### config.mk
export PLATFORM = sky130hd
export DESIGN_NAME = adc_ram_reader_flat
export DESIGN_NICKNAME = d
export VERILOG_FILES = /design/src/rtl/adc_ram_reader_if.sv /design/src/rtl/adc_ram_reader.sv /design/src/flat_wrapper.sv
export SDC_FILE = /design/constraint.sdc
export NUM_CORES = 1
export LEC_CHECK = 0
export CAP_MARGIN = 20
export CORE_MARGIN = 4
export CORE_UTILIZATION = 56
export CTS_BUF_LIST = sky130_fd_sc_hd__clkbuf_4 sky130_fd_sc_hd__clkbuf_8 sky130_fd_sc_hd__clkbuf_16
export CTS_CLUSTER_DIAMETER = 200
export DETAILED_ROUTE_END_ITERATION = 6
export GPL_TIMING_DRIVEN = 0
export PLACE_DENSITY = 0.77
export REMOVE_ABC_BUFFERS = 1
export SYNTH_ARGS = -nofsm -noshare
export SYNTH_HDL_FRONTEND = slang
export SYNTH_SLANG_ARGS = --single-unit
### constraint.sdc
create_clock -name sys_clk -period 21.1 [get_ports sys_clk]
set_clock_uncertainty 0.2 [all_clocks]
set_input_delay 3.165 -clock sys_clk [delete_from_list [all_inputs] [get_ports sys_clk]]
set_output_delay 3.165 -clock sys_clk [all_outputs]
set_load 0.005 [all_outputs]
### src/rtl/adc_ram_reader_if.sv
// Capture-RAM read port plus the unpacked sample stream.
// The reader drives this through the master modport; the RAM and stream sink use the slave modport.
interface adc_ram_reader_if #(
    parameter int ADDR_W = 15
);
    logic [ADDR_W-1:0] oRAddr;
    logic              oRDEN;
    logic [127:0]      iRAMData;
    logic              oSampleValid;
    logic              iSampleReady;
    logic [95:0]       oSampleData;
    logic [15:0]       oSampleIndex;

    modport master (
        output oRAddr,
        output oRDEN,
        input  iRAMData,
        output oSampleValid,
        input  iSampleReady,
        output oSampleData,
        output oSampleIndex
    );

    modport slave (
        input  oRAddr,
        input  oRDEN,
        output iRAMData,
        input  oSampleValid,
        output iSampleReady,
        input  oSampleData,
        input  oSampleIndex
    );
endinterface

### src/rtl/adc_ram_reader.sv
// Reads back 128-bit ADC capture words and emits one 8 x 12-bit timepoint per beat.
// Handles both the 16-bit-slot (uncompressed) layout and the 3-word/4-timepoint packed layout.
module adc_ram_reader #(
    parameter int ADDR_W    = 15,
    parameter int MAX_WORDS = 16384
) (
    input  logic             sys_clk,
    input  logic             iReset,
    input  logic             iStart,
    input  logic             iAbort,
    input  logic [15:0]      iRecLength,
    input  logic             iCompressed,
    adc_ram_reader_if.master bus,
    output logic             oBusy,
    output logic             oDone,
    output logic             oLenError
);
    typedef enum logic [2:0] {
        S_IDLE,
        S_FETCH,
        S_WAIT,
        S_EMIT,
        S_DONE
    } state_t;

    state_t            r_state;
    state_t            w_nextState;

    logic [15:0]       w_lenClamp;
    logic [15:0]       w_rem;
    logic [15:0]       w_readLen;
    logic              w_start;
    logic              w_rden;
    logic              w_valid;
    logic              w_fire;
    logic              w_lastFetch;
    logic              w_lastBeat;
    logic [383:0]      w_groupFlat;
    logic [95:0]       w_data;

    logic              r_compressed;
    logic [ADDR_W-1:0] r_wordCnt;
    logic [15:0]       r_wordsLeft;
    logic [1:0]        r_fetchCnt;
    logic [1:0]        r_beat;
    logic [15:0]       r_index;
    logic [127:0]      r_group [3];
    logic              r_rdValid;
    logic [1:0]        r_rdSlot;
    logic              r_remNz;
    logic              r_lenError;

    // Packed mode only reads whole 3-word groups; the remainder is skipped and flagged.
    assign w_lenClamp  = (iRecLength > 16'(MAX_WORDS)) ? 16'(MAX_WORDS) : iRecLength;
    assign w_rem       = w_lenClamp % 16'd3;
    assign w_readLen   = iCompressed ? (w_lenClamp - w_rem) : w_lenClamp;
    assign w_start     = iStart && !iAbort && ((r_state == S_IDLE) || (r_state == S_DONE));
    assign w_fire      = w_valid && bus.iSampleReady;
    assign w_lastFetch = (r_fetchCnt == (r_compressed ? 2'd2 : 2'd0));
    assign w_lastBeat  = !r_compressed || (r_beat == 2'd3);
    assign w_groupFlat = {r_group[2], r_group[1], r_group[0]};

    always_ff @(posedge sys_clk or posedge iReset) begin
        if (iReset) begin
            r_state <= S_IDLE;
        end else begin
            r_state <= w_nextState;
        end
    end

    always_comb begin
        w_nextState = r_state;
        w_rden      = 1'b0;
        w_valid     = 1'b0;
        case (r_state)
            S_IDLE, S_DONE: begin
                if (w_start) begin
                    w_nextState = (w_readLen == 16'd0) ? S_DONE : S_FETCH;
                end else begin
                    w_nextState = S_IDLE;
                end
            end
            S_FETCH: begin
                w_rden = 1'b1;
                if (w_lastFetch) begin
                    w_nextState = S_WAIT;
                end
            end
            S_WAIT: begin
                w_nextState = S_EMIT;
            end
            S_EMIT: begin
                w_valid = 1'b1;
                if (w_fire && w_lastBeat) begin
                    w_nextState = (r_wordsLeft != 16'd0) ? S_FETCH : S_DONE;
                end
            end
            default: begin
                w_nextState = S_IDLE;
            end
        endcase
        if (iAbort) begin
            w_nextState = S_IDLE;
        end
    end

    // Read data lands one cycle after its enable, so the slot travels alongside it.
    always_ff @(posedge sys_clk or posedge iReset) begin
        if (iReset) begin
            r_compressed <= 1'b0;
            r_wordCnt    <= '0;
            r_wordsLeft  <= '0;
            r_fetchCnt   <= '0;
            r_beat       <= '0;
            r_index      <= '0;
            r_group[0]   <= '0;
            r_group[1]   <= '0;
            r_group[2]   <= '0;
            r_rdValid    <= 1'b0;
            r_rdSlot     <= '0;
            r_remNz      <= 1'b0;
            r_lenError   <= 1'b0;
        end else begin
            r_rdValid <= w_rden && !iAbort;
            r_rdSlot  <= r_fetchCnt;
            if (r_rdValid) begin
                case (r_rdSlot)
                    2'd0:    r_group[0] <= bus.iRAMData;
                    2'd1:    r_group[1] <= bus.iRAMData;
                    default: r_group[2] <= bus.iRAMData;
                endcase
            end
            if (w_start) begin
                r_compressed <= iCompressed;
                r_wordCnt    <= '0;
                r_wordsLeft  <= w_readLen;
                r_fetchCnt   <= '0;
                r_beat       <= '0;
                r_index      <= '0;
                r_remNz      <= iCompressed && (w_rem != 16'd0);
                r_lenError   <= (w_readLen == 16'd0) && iCompressed && (w_rem != 16'd0);
            end else begin
                if (w_rden) begin
                    r_wordsLeft <= r_wordsLeft - 16'd1;
                    if (r_wordsLeft != 16'd1) begin
                        r_wordCnt <= r_wordCnt + 1'b1;
                    end
                    r_fetchCnt <= w_lastFetch ? 2'd0 : (r_fetchCnt + 2'd1);
                end
                if (w_fire) begin
                    r_index <= r_index + 16'd1;
                    r_beat  <= w_lastBeat ? 2'd0 : (r_beat + 2'd1);
                end
                if ((r_state == S_EMIT) && (w_nextState == S_DONE)) begin
                    r_lenError <= r_remNz;
                end
            end
        end
    end

    always_comb begin
        w_data = '0;
        if (w_valid) begin
            if (r_compressed) begin
                case (r_beat)
                    2'd0:    w_data = w_groupFlat[95:0];
                    2'd1:    w_data = w_groupFlat[191:96];
                    2'd2:    w_data = w_groupFlat[287:192];
                    default: w_data = w_groupFlat[383:288];
                endcase
            end else begin
                for (int c = 0; c < 8; c++) begin
                    w_data[12*c +: 12] = r_group[0][16*c +: 12];
                end
            end
        end
    end

    assign bus.oRAddr       = r_wordCnt;
    assign bus.oRDEN        = w_rden;
    assign bus.oSampleValid = w_valid;
    assign bus.oSampleData  = w_data;
    assign bus.oSampleIndex = r_index;
    assign oBusy            = (r_state == S_FETCH) || (r_state == S_WAIT) || (r_state == S_EMIT);
    assign oDone            = (r_state == S_DONE);
    assign oLenError        = r_lenError;
endmodule

### src/flat_wrapper.sv
// flat-port wrapper written by rule: the top's interface ports become plain ports
module adc_ram_reader_flat 
#(
    parameter int ADDR_W    = 15,
    parameter int MAX_WORDS = 16384
)
  (sys_clk, iReset, iStart, iAbort, iRecLength, iCompressed, oBusy, oDone, oLenError, bus_oRAddr, bus_oRDEN, bus_iRAMData, bus_oSampleValid, bus_iSampleReady, bus_oSampleData, bus_oSampleIndex);
  adc_ram_reader_if #(.ADDR_W(ADDR_W)) bus_i ();
  input  logic sys_clk;
  input  logic iReset;
  input  logic iStart;
  input  logic iAbort;
  input  logic [15:0] iRecLength;
  input  logic iCompressed;
  output logic oBusy;
  output logic oDone;
  output logic oLenError;
  output wire logic [$bits(bus_i.oRAddr)-1:0] bus_oRAddr;
  output wire logic [$bits(bus_i.oRDEN)-1:0] bus_oRDEN;
  input wire logic [$bits(bus_i.iRAMData)-1:0] bus_iRAMData;
  output wire logic [$bits(bus_i.oSampleValid)-1:0] bus_oSampleValid;
  input wire logic [$bits(bus_i.iSampleReady)-1:0] bus_iSampleReady;
  output wire logic [$bits(bus_i.oSampleData)-1:0] bus_oSampleData;
  output wire logic [$bits(bus_i.oSampleIndex)-1:0] bus_oSampleIndex;
  assign bus_oRAddr = bus_i.oRAddr;
  assign bus_oRDEN = bus_i.oRDEN;
  assign bus_i.iRAMData = bus_iRAMData;
  assign bus_oSampleValid = bus_i.oSampleValid;
  assign bus_i.iSampleReady = bus_iSampleReady;
  assign bus_oSampleData = bus_i.oSampleData;
  assign bus_oSampleIndex = bus_i.oSampleIndex;
  adc_ram_reader #(.ADDR_W(ADDR_W), .MAX_WORDS(MAX_WORDS)) u_core (.sys_clk(sys_clk), .iReset(iReset), .iStart(iStart), .iAbort(iAbort), .iRecLength(iRecLength), .iCompressed(iCompressed), .bus(bus_i), .oBusy(oBusy), .oDone(oDone), .oLenError(oLenError));
endmodule
# Word-level counts from Yosys, hierarchy flattened
# Index checks and enable logic that the tools add are counted.
# totals
inputBits	150
output_inout_bits	132
register_bits	444
latchBits	0
ram_bits	0
romBits	0
mem_count	0
# op_classes
eq_ne	11
n_mul	0
muxes	30
n_reduce_logical	31
div_mod_pow	1
n_lt_le_gt_ge	1
n_addsub	6
n_shift	0
bitwise	1
# ops
cell	count
96-bit one-hot mux with 3 select lines	1
96-bit 2-to-1 mux	2
16-bit 2-to-1 mux	6
15-bit 2-to-1 mux	3
16-bit nonzero test	2
3-bit 2-to-1 mux	6
16-bit by 1-bit adder with 16-bit output (second input constant)	1
16-bit by 15-bit greater-than comparator with 1-bit output (second input constant)	1
16-bit logical NOT	1
16-bit by 2-bit remainder unit with 16-bit output (second input constant)	1
16-bit by 1-bit inequality test with 1-bit output (second input constant)	1
16-bit by 1-bit subtractor with 16-bit output (second input constant)	1
16-bit subtractor	1
15-bit by 1-bit adder with 15-bit output (second input constant)	1
2-bit 2-to-1 mux	7
3-bit one-hot mux with 4 select lines	1
1-bit logical AND	9
2-bit AND reduction	4
2-bit nonzero test	4
3-bit by 2-bit == test with 1-bit output (second input constant)	2
3-bit == test (second input constant)	2
2-bit by 1-bit adder with 2-bit output (second input constant)	2
2-bit by 1-bit == test with 1-bit output (second input constant)	2
2-bit == test (second input constant)	2
9 further kinds	18

# Longest topological paths before layout
# Gate-level depths: netlist (run 1).
# depth
word_depth	14
ltp_mapped	31

# Least setup slack after synthesis (run 1)
# No wires, ideal clock.
# synth_path
path_kind	input port to flip-flop
startpoint	in iRecLength[13]
endpoint	reg u_core.r_state[0]
setup_time_ps	126
path_buffers	2
cell_stages	30
slack_ps	11125
arrival_ps	9649
cell_sequence	buf_2 -> xnor2_1 -> a221o_1 -> a22o_1 -> or3_1 -> and4_1 -> o21bai_4 -> o22ai_2 -> or2_4 -> ha_1 -> buf_1 -> inv_1 -> a21oi_1 -> a31o_2 -> ha_1 -> inv_1 -> o21ai_0 -> mux2i_1 -> ha_1 -> a21oi_1 -> nor2_1 -> a31oi_4 -> maj3_2 -> maj3_2 -> o311a_1 -> or3_1 -> xnor2_1 -> nor4_1 -> nand4_1 -> o32a_1
# synth_between
elab_chain_len	10
# synth_rtl
element	line	rtl
from (decl)	flat_wrapper.sv:13	input logic [15:0] iRecLength;
16-bit by 15-bit greater-than comparator with 1-bit output	adc_ram_reader.sv:54	assign w_lenClamp = (iRecLength > 16'(MAX_WORDS)) ? 16'(MAX_WORDS) : iRecLength;
16-bit 2-to-1 mux (*)	adc_ram_reader.sv:54	
16-bit by 2-bit remainder unit with 16-bit output	adc_ram_reader.sv:55	assign w_rem = w_lenClamp % 16'd3;
16-bit subtractor	adc_ram_reader.sv:56	assign w_readLen = iCompressed ? (w_lenClamp - w_rem) : w_lenClamp;
16-bit 2-to-1 mux (*)	adc_ram_reader.sv:56	
16-bit logical NOT (*)	adc_ram_reader.sv:78	w_nextState = (w_readLen == 16'd0) ? S_DONE : S_FETCH;
3-bit 2-to-1 mux (*)	adc_ram_reader.sv:78	
3-bit 2-to-1 mux (*)	adc_ram_reader.sv:77	if (w_start) begin
3-bit one-hot mux with 4 select lines (*)	adc_ram_reader.sv:75	case (r_state)
3-bit 2-to-1 mux (*)	adc_ram_reader.sv:102	if (iAbort) begin
net u_core.w_nextState[0]	adc_ram_reader.sv:27	state_t w_nextState;
to (signal assigned)	adc_ram_reader.sv:67	r_state <= w_nextState;
to (decl)	adc_ram_reader.sv:26	state_t r_state;
# The timed path passes the listed nets; every way through them passes the cells marked *.
# A chain may end at the register's enable or synchronous reset.

# Final worst setup path (run 1)
# layout_path
startpoint	in iRecLength[14]
endpoint	reg u_core.r_state[0]
# The elaborated chain is that of the path after synthesis.

==> impl_results.rst, run 1 <==
.. list-table::
   :header-rows: 1

   * - Metric
     - Value
   * - Status
     - finished clean
   * - Worst-case vdd ir drop
     - 0.06257 mV
   * - First-pass GRT wire length
     - 103000 µm
   * - Die boundary width
     - 208.2 µm
   * - Highest fanout seen on the critical path
     - 11
   * - DRC violation count after routing
     - 0
   * - Clock latency on the worst-skew pair
     - 570 ps
   * - Root buffer cell
     - clkbuf_16
   * - Ratio of routed vias to standard cells
     - 6.408
   * - Worst Setup Start Kind
     - input port
   * - Combinational power share
     - 33.3%
   * - Area Overhead vs Synth
     - 23.77%
   * - Final Hold Violating Endpoints
     - 0
   * - Worst hold slack
     - 252.5 ps
   * - Dominant register cell in the synthesized netlist
     - dfrtp_1
   * - Post-CTS clock slew at the launch and capture registers of the worst setup and hold paths
     - 60 ps
   * - Total count of max-transition violations in the final report
     - 0
   * - Detailed placement HPWL
     - 43020 µm
   * - Starting Density
     - 56.60%
   * - Synthesis-stage register bit count
     - 444
   * - Synthesized area per cell
     - 11.49 µm²
   * - Overall die height
     - 208.2 µm
   * - Worst rel slew slack
     - 35.88%
   * - Detail-routed net length per standard cell
     - 23.52 µm
   * - Required time of the critical path
     - 21350 ps
   * - Setup_tns
     - 0 ps
   * - Switching part of the total
     - 31.95%
   * - Internal
     - 2.416 mW
   * - Clock buffer depth
     - 3
   * - Pwr per Cell Area
     - 127.8 mW/mm²
   * - Cell mode on critical path
     - ha_1
   * - Routed Antenna Nets
     - 0
   * - H-Tree Depth
     - 2
   * - Number of warnings issued by yosys
     - 0
   * - Period utilization
     - 54.22%
   * - Placement Rows
     - 73
   * - Post-place setup slack
     - 9268 ps
   * - Leak Pwr
     - 11.18 nW
   * - CTS Buf Count
     - 46
   * - Num Clock Sinks
     - 444
   * - Setup repair after global routing missed its margin
     - no
   * - Transition at the pin with the smallest max-transition slack
     - 956.1 ps
   * - Routed wire length
     - 64630 µm
   * - Number of buffers inserted by hold repair at cts
     - 0
   * - Quantity of I/O buffers inserted on ports
     - 281
   * - Highest Clock Rate
     - 0.08741 GHz
   * - Min cycle time layout
     - 11440 ps
   * - CP max stage delay
     - 620 ps
   * - Reg-to-reg setup timing slack
     - 16330 ps
   * - Top-level I/O count
     - 282
   * - Max_cap viols
     - 0
   * - Vias post-DR
     - 17610
   * - Number of antenna violations at the first check in global routing
     - 15
   * - Data arrival, critical path
     - 11690 ps
   * - Number of synthesized flops with an enable pin
     - 0
   * - # setup viols final
     - 0
   * - Share of async-settable or async-resettable flops after synthesis
     - 100.0%
   * - Mapped cell area
     - 0.02244 mm²
   * - Area of the core region
     - 0.03964 mm²
   * - Share of cells above drive strength 1
     - 24.94%
   * - Initial DRC count
     - 1474
   * - Post-synthesis cell count
     - 1953
   * - Seq pwr share
     - 43.5%
   * - Post-synthesis sequential area ratio
     - 49.52%
   * - Post-cts gate resize count
     - 0
   * - Length of the first detailed-routing pass in iterations
     - 5
   * - Slowest stage cell, crit path
     - nor2_1
   * - Critical path class
     - in -> reg
   * - Number of distinct library cells after synthesis
     - 89
   * - Number of buffers added for setup after CTS
     - 0
   * - Global routing usage summed across all routing layers
     - 29.10%
   * - Hold/Removal Path Class
     - reg -> reg
   * - Vias in the first global route
     - 18340
   * - Clock tree from TritonCTS
     - done
   * - Final RePlAce weighted congestion
     - 0.8908
   * - Clock share of power
     - 23.2%
   * - Floorplan die area
     - 0.04333 mm²
   * - Min setup slack post-route
     - 9659 ps
   * - Largest net degree at the start of global routing
     - 136
   * - Switching component of the power
     - 1.134 mW
   * - Element type at the critical path end
     - flip-flop
   * - Final Net Count
     - 2350
   * - Residual overflow from global routing
     - 0
==> synthesized netlist by cell type, drive strengths merged, types with 5 or more instances <==
master,instances,area [µm²]
and3,11,68.82
a32oi,9,78.83
a22o,85,744.5
nor4,9,56.30
nor2b,8,57.55
inv,28,105.1
nor3,102,515.5
nand3b,7,52.55
o21ai,38,190.2
buf,21,92.58
or3,10,62.56
a31oi,10,77.57
nand2,93,349.1
xor2,26,227.7
a21oi,34,170.2
nor2,86,330.3
a211oi,91,688.2
clkbuf,124,465.5
o211ai,13,107.6
a21o,5,37.54
and2,15,93.84
o22ai,87,550.5
nor3b,8,60.06
nand4,12,75.07
dfrtp,444,11110
a221o,6,60.06
nand3,23,115.1
o31ai,6,50.05
mux2i,7,70.07
mux2,385,4335
nand2b,10,62.56
xnor2,21,183.9
o221ai,6,52.55
ha,19,237.7
a22oi,22,180.2
and4,5,43.79
==> worst paths after layout <==
check,from,to,cells past startpoint
setup / recovery,iRecLength[14],u_core.r_state[0],30
hold / removal,u_core.r_fetchCnt[1],u_core.r_rdSlot[1],0
setup reg to reg,u_core.r_wordsLeft[2],u_core.bus.oRAddr[14],14
hold reg to reg,u_core.r_fetchCnt[1],u_core.r_rdSlot[1],0
max in group asynchronous,iReset,u_core.r_compressed,3
min in group asynchronous,iReset,u_core.r_group[367],2
==> power groups by stage <==
stage / clock [mW] / sequential [mW] / combinational (mW)
2_1_floorplan: 0 / 1.46 / 0.878
3_3_place_gp: 0 / 1.54 / 1.15
3_5_place_dp: 0 / 1.54 / 1.17
4_1_cts: 0.838 / 1.53 / 1.19
5_1_grt: 0.871 / 1.58 / 1.28
6_report: 0.824 / 1.54 / 1.18
==> layout make-up <==
class,instances,area (µm²)
diodes,10,25.02
clock buffers,68,1396
clock inverters,13,141.4
fillers,2873,11870
inverters,30,120.1
multi-input cells,1334,10730
flip-flops and latches,444,11110
well taps,525,656.9
repair buffers,324,3587
==> critical path, delay by kind of cell <==
kind	cells	cell delay (ps)
AND/OR/NAND/NOR	10	2760
multiplexers	1	440
AO/OA/AOI/OAI	11	2610
adder cells (fa/ha/maj)	4	1330
buffers and inverters	4	1370
==> through the flow <==
step / cell area [µm²] / std cells / power, mW / util (%)
3_3_place_gp: 25350 / 2614 / 2.681 / 63.94
2_1_floorplan: 21880 / 1808 / 2.334 / -
6_report: 27770 / 2748 / 3.550 / 70.05
4_1_cts: 27740 / 2738 / 3.555 / 69.99
5_1_grt: 27770 / 2748 / 3.738 / 70.05
3_5_place_dp: 26210 / 2657 / 2.715 / 66.11
==> layout by cell type (no fill, tap or decap), drive strengths merged, types with 11 or more instances in the layout <==
cell type / count
xnor2: 21
a22o: 85
mux2: 385
and3: 11
o22ai: 87
clkdlybuf4s50: 281
nand2: 93
o211ai: 13
ha: 19
and2: 15
o21ai: 38
nand3: 23
xor2: 26
nor2: 86
buf: 43
clkbuf: 68
nand4: 12
a211oi: 91
inv: 30
dfrtp: 444
a21oi: 34
nor3: 102
a22oi: 22
==> cells by family after synthesis <==
kind of cell | after synthesis | share of synthesized area, %
adders and majority gates | 22 | 1.249
DFF | 444 | 49.52
and+or+nand+nor | 415 | 9.252
xor gates and xnor gates | 47 | 1.835
muxes | 392 | 19.64
buffers and inverters | 175 | 2.989
AOI/OAI and AO/OA | 458 | 15.52
==> sequential cells by signal, summed over array words and instances (netlist names) <==
name / count
u_core.r_rdSlot: 2
u_core.r_wordsLeft: 16
u_core.r_rdValid: 1
u_core.r_remNz: 1
u_core.bus.oSampleIndex: 16
u_core.r_state: 3
u_core.r_group: 384
u_core.r_compressed: 1
u_core.r_fetchCnt: 2
u_core.bus.oRAddr: 15
u_core.oLenError: 1
u_core.r_beat: 2
==> metal layers <==
metal / vias to the layer above / GRT usage, % / part of all wire (%)
met5: - / 0 / 0.11
met4: 10 / 9.785 / 3.0
met3: 121 / 4.162 / 5.6
met2: 652 / 49.21 / 50
met1: 8983 / 38.98 / 42
li1: 7843 / - / -
No activity file was read; power rests on OpenSTA's default activity.
==> run 2: changes to the inputs <==
- clock period: 21.1 -> 11.6 ns (I/O delays scaled with it)
==> results of run 2 <==
The final DEF is identical to that of run 1. Status: finished clean.
Main changes from that run: setup slack after placement 9268 ps -> 1193 ps; setup slack after layout 9659 ps -> 1584 ps; register-to-register setup slack 16330 ps -> 6830 ps; total power 3.550 mW -> 6.457 mW; worst IR drop on VDD 0.06257 mV -> 0.1138 mV
==> run 3: changes to the inputs <==
- CORE_UTILIZATION: 56 -> 43
- PLACE_DENSITY: 0.77 -> 0.61
==> run 3 against run 2 <==
Effect of this change:
- setup slack improved by 110 ps
- wire length rose by 4.0%
- critical path depth stayed put
- highest routed layer is now met4
- via count down 1.4%
- critical endpoint unchanged
- register-to-register slack lost 100 ps
- hold slack about the same
- combinational power barely moved
- sequential power hardly changed
- non-clock buffer count is 2 higher
- sequential cell count stayed put
==> impl_results.rst, run 3 (same netlist as run 1, synthesis figures left out) <==
.. list-table::
   :header-rows: 1

   * - Metric
     - Value
   * - # setup viols final
     - 0 (unchanged)
   * - Combinational power share
     - 32.9% (was 33.3%)
   * - Setup repair after global routing missed its margin
     - no (unchanged)
   * - Quantity of I/O buffers inserted on ports
     - 281 (unchanged)
   * - Root buffer cell
     - clkbuf_16 (unchanged)
   * - Required time of the critical path
     - 11860 ps (was 11850 ps)
   * - Internal
     - 4.459 mW (was 4.394 mW)
   * - Leak Pwr
     - 11.28 nW (was 11.18 nW)
   * - Global routing usage summed across all routing layers
     - 23.34% (was 29.10%)
   * - Pwr per Cell Area
     - 232.0 mW/mm² (was 232.5 mW/mm²)
   * - Clock latency on the worst-skew pair
     - 580 ps (was 570 ps)
   * - Detail-routed net length per standard cell
     - 23.15 µm (was 23.52 µm)
   * - Slowest stage cell, crit path
     - nor2_1 (unchanged)
   * - Period utilization
     - 85.43% (was 86.34%)
   * - Max_cap viols
     - 0 (unchanged)
   * - Switching component of the power
     - 2.063 mW (about the same)
   * - Final-layout fill cell count
     - 4477 (was 2873)
   * - Final Hold Violating Endpoints
     - 0 (unchanged)
   * - Number of buffers inserted by hold repair at cts
     - 0 (unchanged)
   * - Overall die height
     - 236.4 µm (was 208.2 µm)
   * - Non-filler cells, final
     - 2903 (was 2748)
   * - Post-CTS clock slew at the launch and capture registers of the worst setup and hold paths
     - 60 ps (about the same)
   * - Clock tree from TritonCTS
     - done (unchanged)
   * - Largest net degree at the start of global routing
     - 126 (was 136)
   * - Largest Register
     - u_core.r_group (unchanged)
   * - Routed wire length
     - 67220 µm (was 64630 µm)
   * - Die boundary width
     - 236.4 µm (was 208.2 µm)
   * - Reg-to-reg setup timing slack
     - 6730 ps (was 6830 ps)
   * - Number of buffers added for setup after CTS
     - 0 (unchanged)
   * - Commonest non-fill, non-tap cell in the layout
     - dfrtp_1 (unchanged)
   * - CTS Buf Count
     - 49 (was 46)
   * - Ratio of routed vias to standard cells
     - 5.979 (was 6.408)
   * - Final Net Count
     - 2355 (was 2350)
   * - Min cycle time layout
     - 9910 ps (was 10020 ps)
   * - Commonest cells after routing, fill and taps aside
     - dfrtp_1, mux2_2, clkdlybuf4s50_1, nor3_1 (unchanged)
   * - First-pass GRT wire length
     - 105700 µm (was 103000 µm)
   * - Starting Density
     - 43.56% (was 56.60%)
   * - DRC violation count after routing
     - 0 (unchanged)
   * - Cell mode on critical path
     - ha_1 (unchanged)
   * - Data arrival, critical path
     - 10170 ps (was 10270 ps)
   * - Vias post-DR
     - 17360 (was 17610)
   * - Detailed placement HPWL
     - 45280 µm (was 43020 µm)
   * - Share of cells above drive strength 1
     - 25.25% (was 24.94%)
   * - Final total power
     - 6.522 mW (was 6.457 mW)
   * - Worst-case vdd ir drop
     - 0.1213 mV (was 0.1138 mV)
   * - Element type at the critical path end
     - flip-flop (unchanged)
   * - Largest register FFs
     - 384 (unchanged)
   * - Hold/Removal Path Class
     - reg -> reg (unchanged)
   * - Worst rel slew slack
     - 27.89% (was 35.88%)
   * - Seq pwr share
     - 42.8% (was 43.5%)
   * - Clock share of power
     - 24.2% (was 23.2%)
   * - Area of the core region
     - 0.05151 mm² (was 0.03964 mm²)
   * - Highest fanout seen on the critical path
     - 11 (unchanged)
   * - Number of antenna violations at the first check in global routing
     - 2 (was 15)
   * - Final RePlAce weighted congestion
     - 0.8666 (was 0.8908)
   * - Worst Setup Start Kind
     - input port (unchanged)
   * - Number of instances in the placed design
     - 2814 (was 2657)
   * - Vias in the first global route
     - 17940 (was 18340)
   * - Switching part of the total
     - 31.63% (was 31.95%)
   * - Post-cts gate resize count
     - 0 (unchanged)
   * - Status
     - finished clean (unchanged)
   * - Worst hold slack
     - 252.7 ps (was 252.5 ps)
   * - H-Tree Depth
     - 2 (unchanged)
   * - Clock buffer depth
     - 3 (unchanged)
   * - Critical path class
     - in -> reg (unchanged)
   * - Num Clock Sinks
     - 444 (unchanged)
   * - Area Overhead vs Synth
     - 25.32% (was 23.77%)
   * - CP max stage delay
     - 620 ps (about the same)
   * - Hold Path Depth
     - 0 (unchanged)
   * - Floorplan die area
     - 0.05589 mm² (was 0.04333 mm²)
   * - Number of cells on the worst reg-to-reg path
     - 14 (unchanged)
   * - Total count of max-transition violations in the final report
     - 0 (unchanged)
   * - Residual overflow from global routing
     - 0 (unchanged)
   * - Transition at the pin with the smallest max-transition slack
     - 1077 ps (was 956.1 ps)
   * - Initial DRC count
     - 1105 (was 1474)
   * - Placement Rows
     - 83 (was 73)
   * - Highest Clock Rate
     - 0.1009 GHz (was 0.09984 GHz)
   * - Top-level I/O count
     - 282 (unchanged)
   * - Length of the first detailed-routing pass in iterations
     - 5 (unchanged)
   * - Routed Antenna Nets
     - 0 (unchanged)
-- run 3: cell count changes in the layout (fill, tap and decap cells not counted), moves of 2 or more --
cell        before  now
clkbuf_4        11   16
clkinv_2         6    4
clkbuf_8        10   14
clkinvlp_4       3    1
buf_6           17   14
buf_8           10   13
diode_2         10    1
buf_16          15   17
clkbuf_16       47   50
-- run 3: through the flow --
stage | instance area (µm²) | setup WS (ps) | TNS (ps) | util (%)
final | 28120 | 1690 | 0 | 54.58
after global routing | 28120 | 1198 | 0 | 54.58
after CTS | 28110 | 1784 | 0 | 54.58
after detailed placement | 26450 | 1202 | 0 | 51.36
after global placement | 25540 | -8152 | -4558550 | 49.58
after floorplan | 21880 | -2712 | -1204090 | -
-- run 3: critical path: cells and delay by family --
kind / cells / cell delay, ps
compound gates: 11 / 2560
simple gates: 10 / 2760
mux: 1 / 440
fa+ha+maj: 4 / 1300
buf+inv: 4 / 1360
-- run 3: final cells by class --
class | count | area [µm²] | share of cell area, %
diodes | 1 | 2.502 | 0.008900
clock buffers | 80 | 1564 | 5.563
clock inverters | 8 | 96.34 | 0.3427
inverters | 30 | 120.1 | 0.4272
multi-input cells | 1334 | 10730 | 38.15
flip-flops and latches | 444 | 11110 | 39.53
well taps | 680 | 850.8 | 3.026
repair buffers | 326 | 3641 | 12.95
-- run 3: final timing paths --
| kind | startpoint | endpoint |
|---|---|---|
| max | iRecLength[14] | u_core.r_state[0] |
| min | u_core.r_fetchCnt[0] | u_core.r_rdSlot[0] |
| max reg2reg | u_core.r_wordsLeft[2] | u_core.bus.oRAddr[13] |
| min reg2reg | u_core.r_fetchCnt[0] | u_core.r_rdSlot[0] |
| max in group asynchronous | iReset | u_core.r_group[294] |
| min in group asynchronous | iReset | u_core.r_group[303] |
-- run 3: routing by layer --
layer	up-vias	global-route usage [%]	wire, µm	share of wire, %
met5	-	0	0	0
met2	449	38.94	32690	49
li1	7857	-	-	-
met3	77	3.005	2708	4.0
met1	8974	33.03	30670	46
met4	0	4.671	1152	1.7
-- run 3: power groups by stage --
stage	logic, mW	clock network (mW)	registers, mW
3_3_place_gp	2.13	0	2.81
6_report	2.15	1.58	2.79
5_1_grt	2.33	1.68	2.87
4_1_cts	2.16	1.61	2.78
2_1_floorplan	1.60	0	2.65
3_5_place_dp	2.14	0	2.80
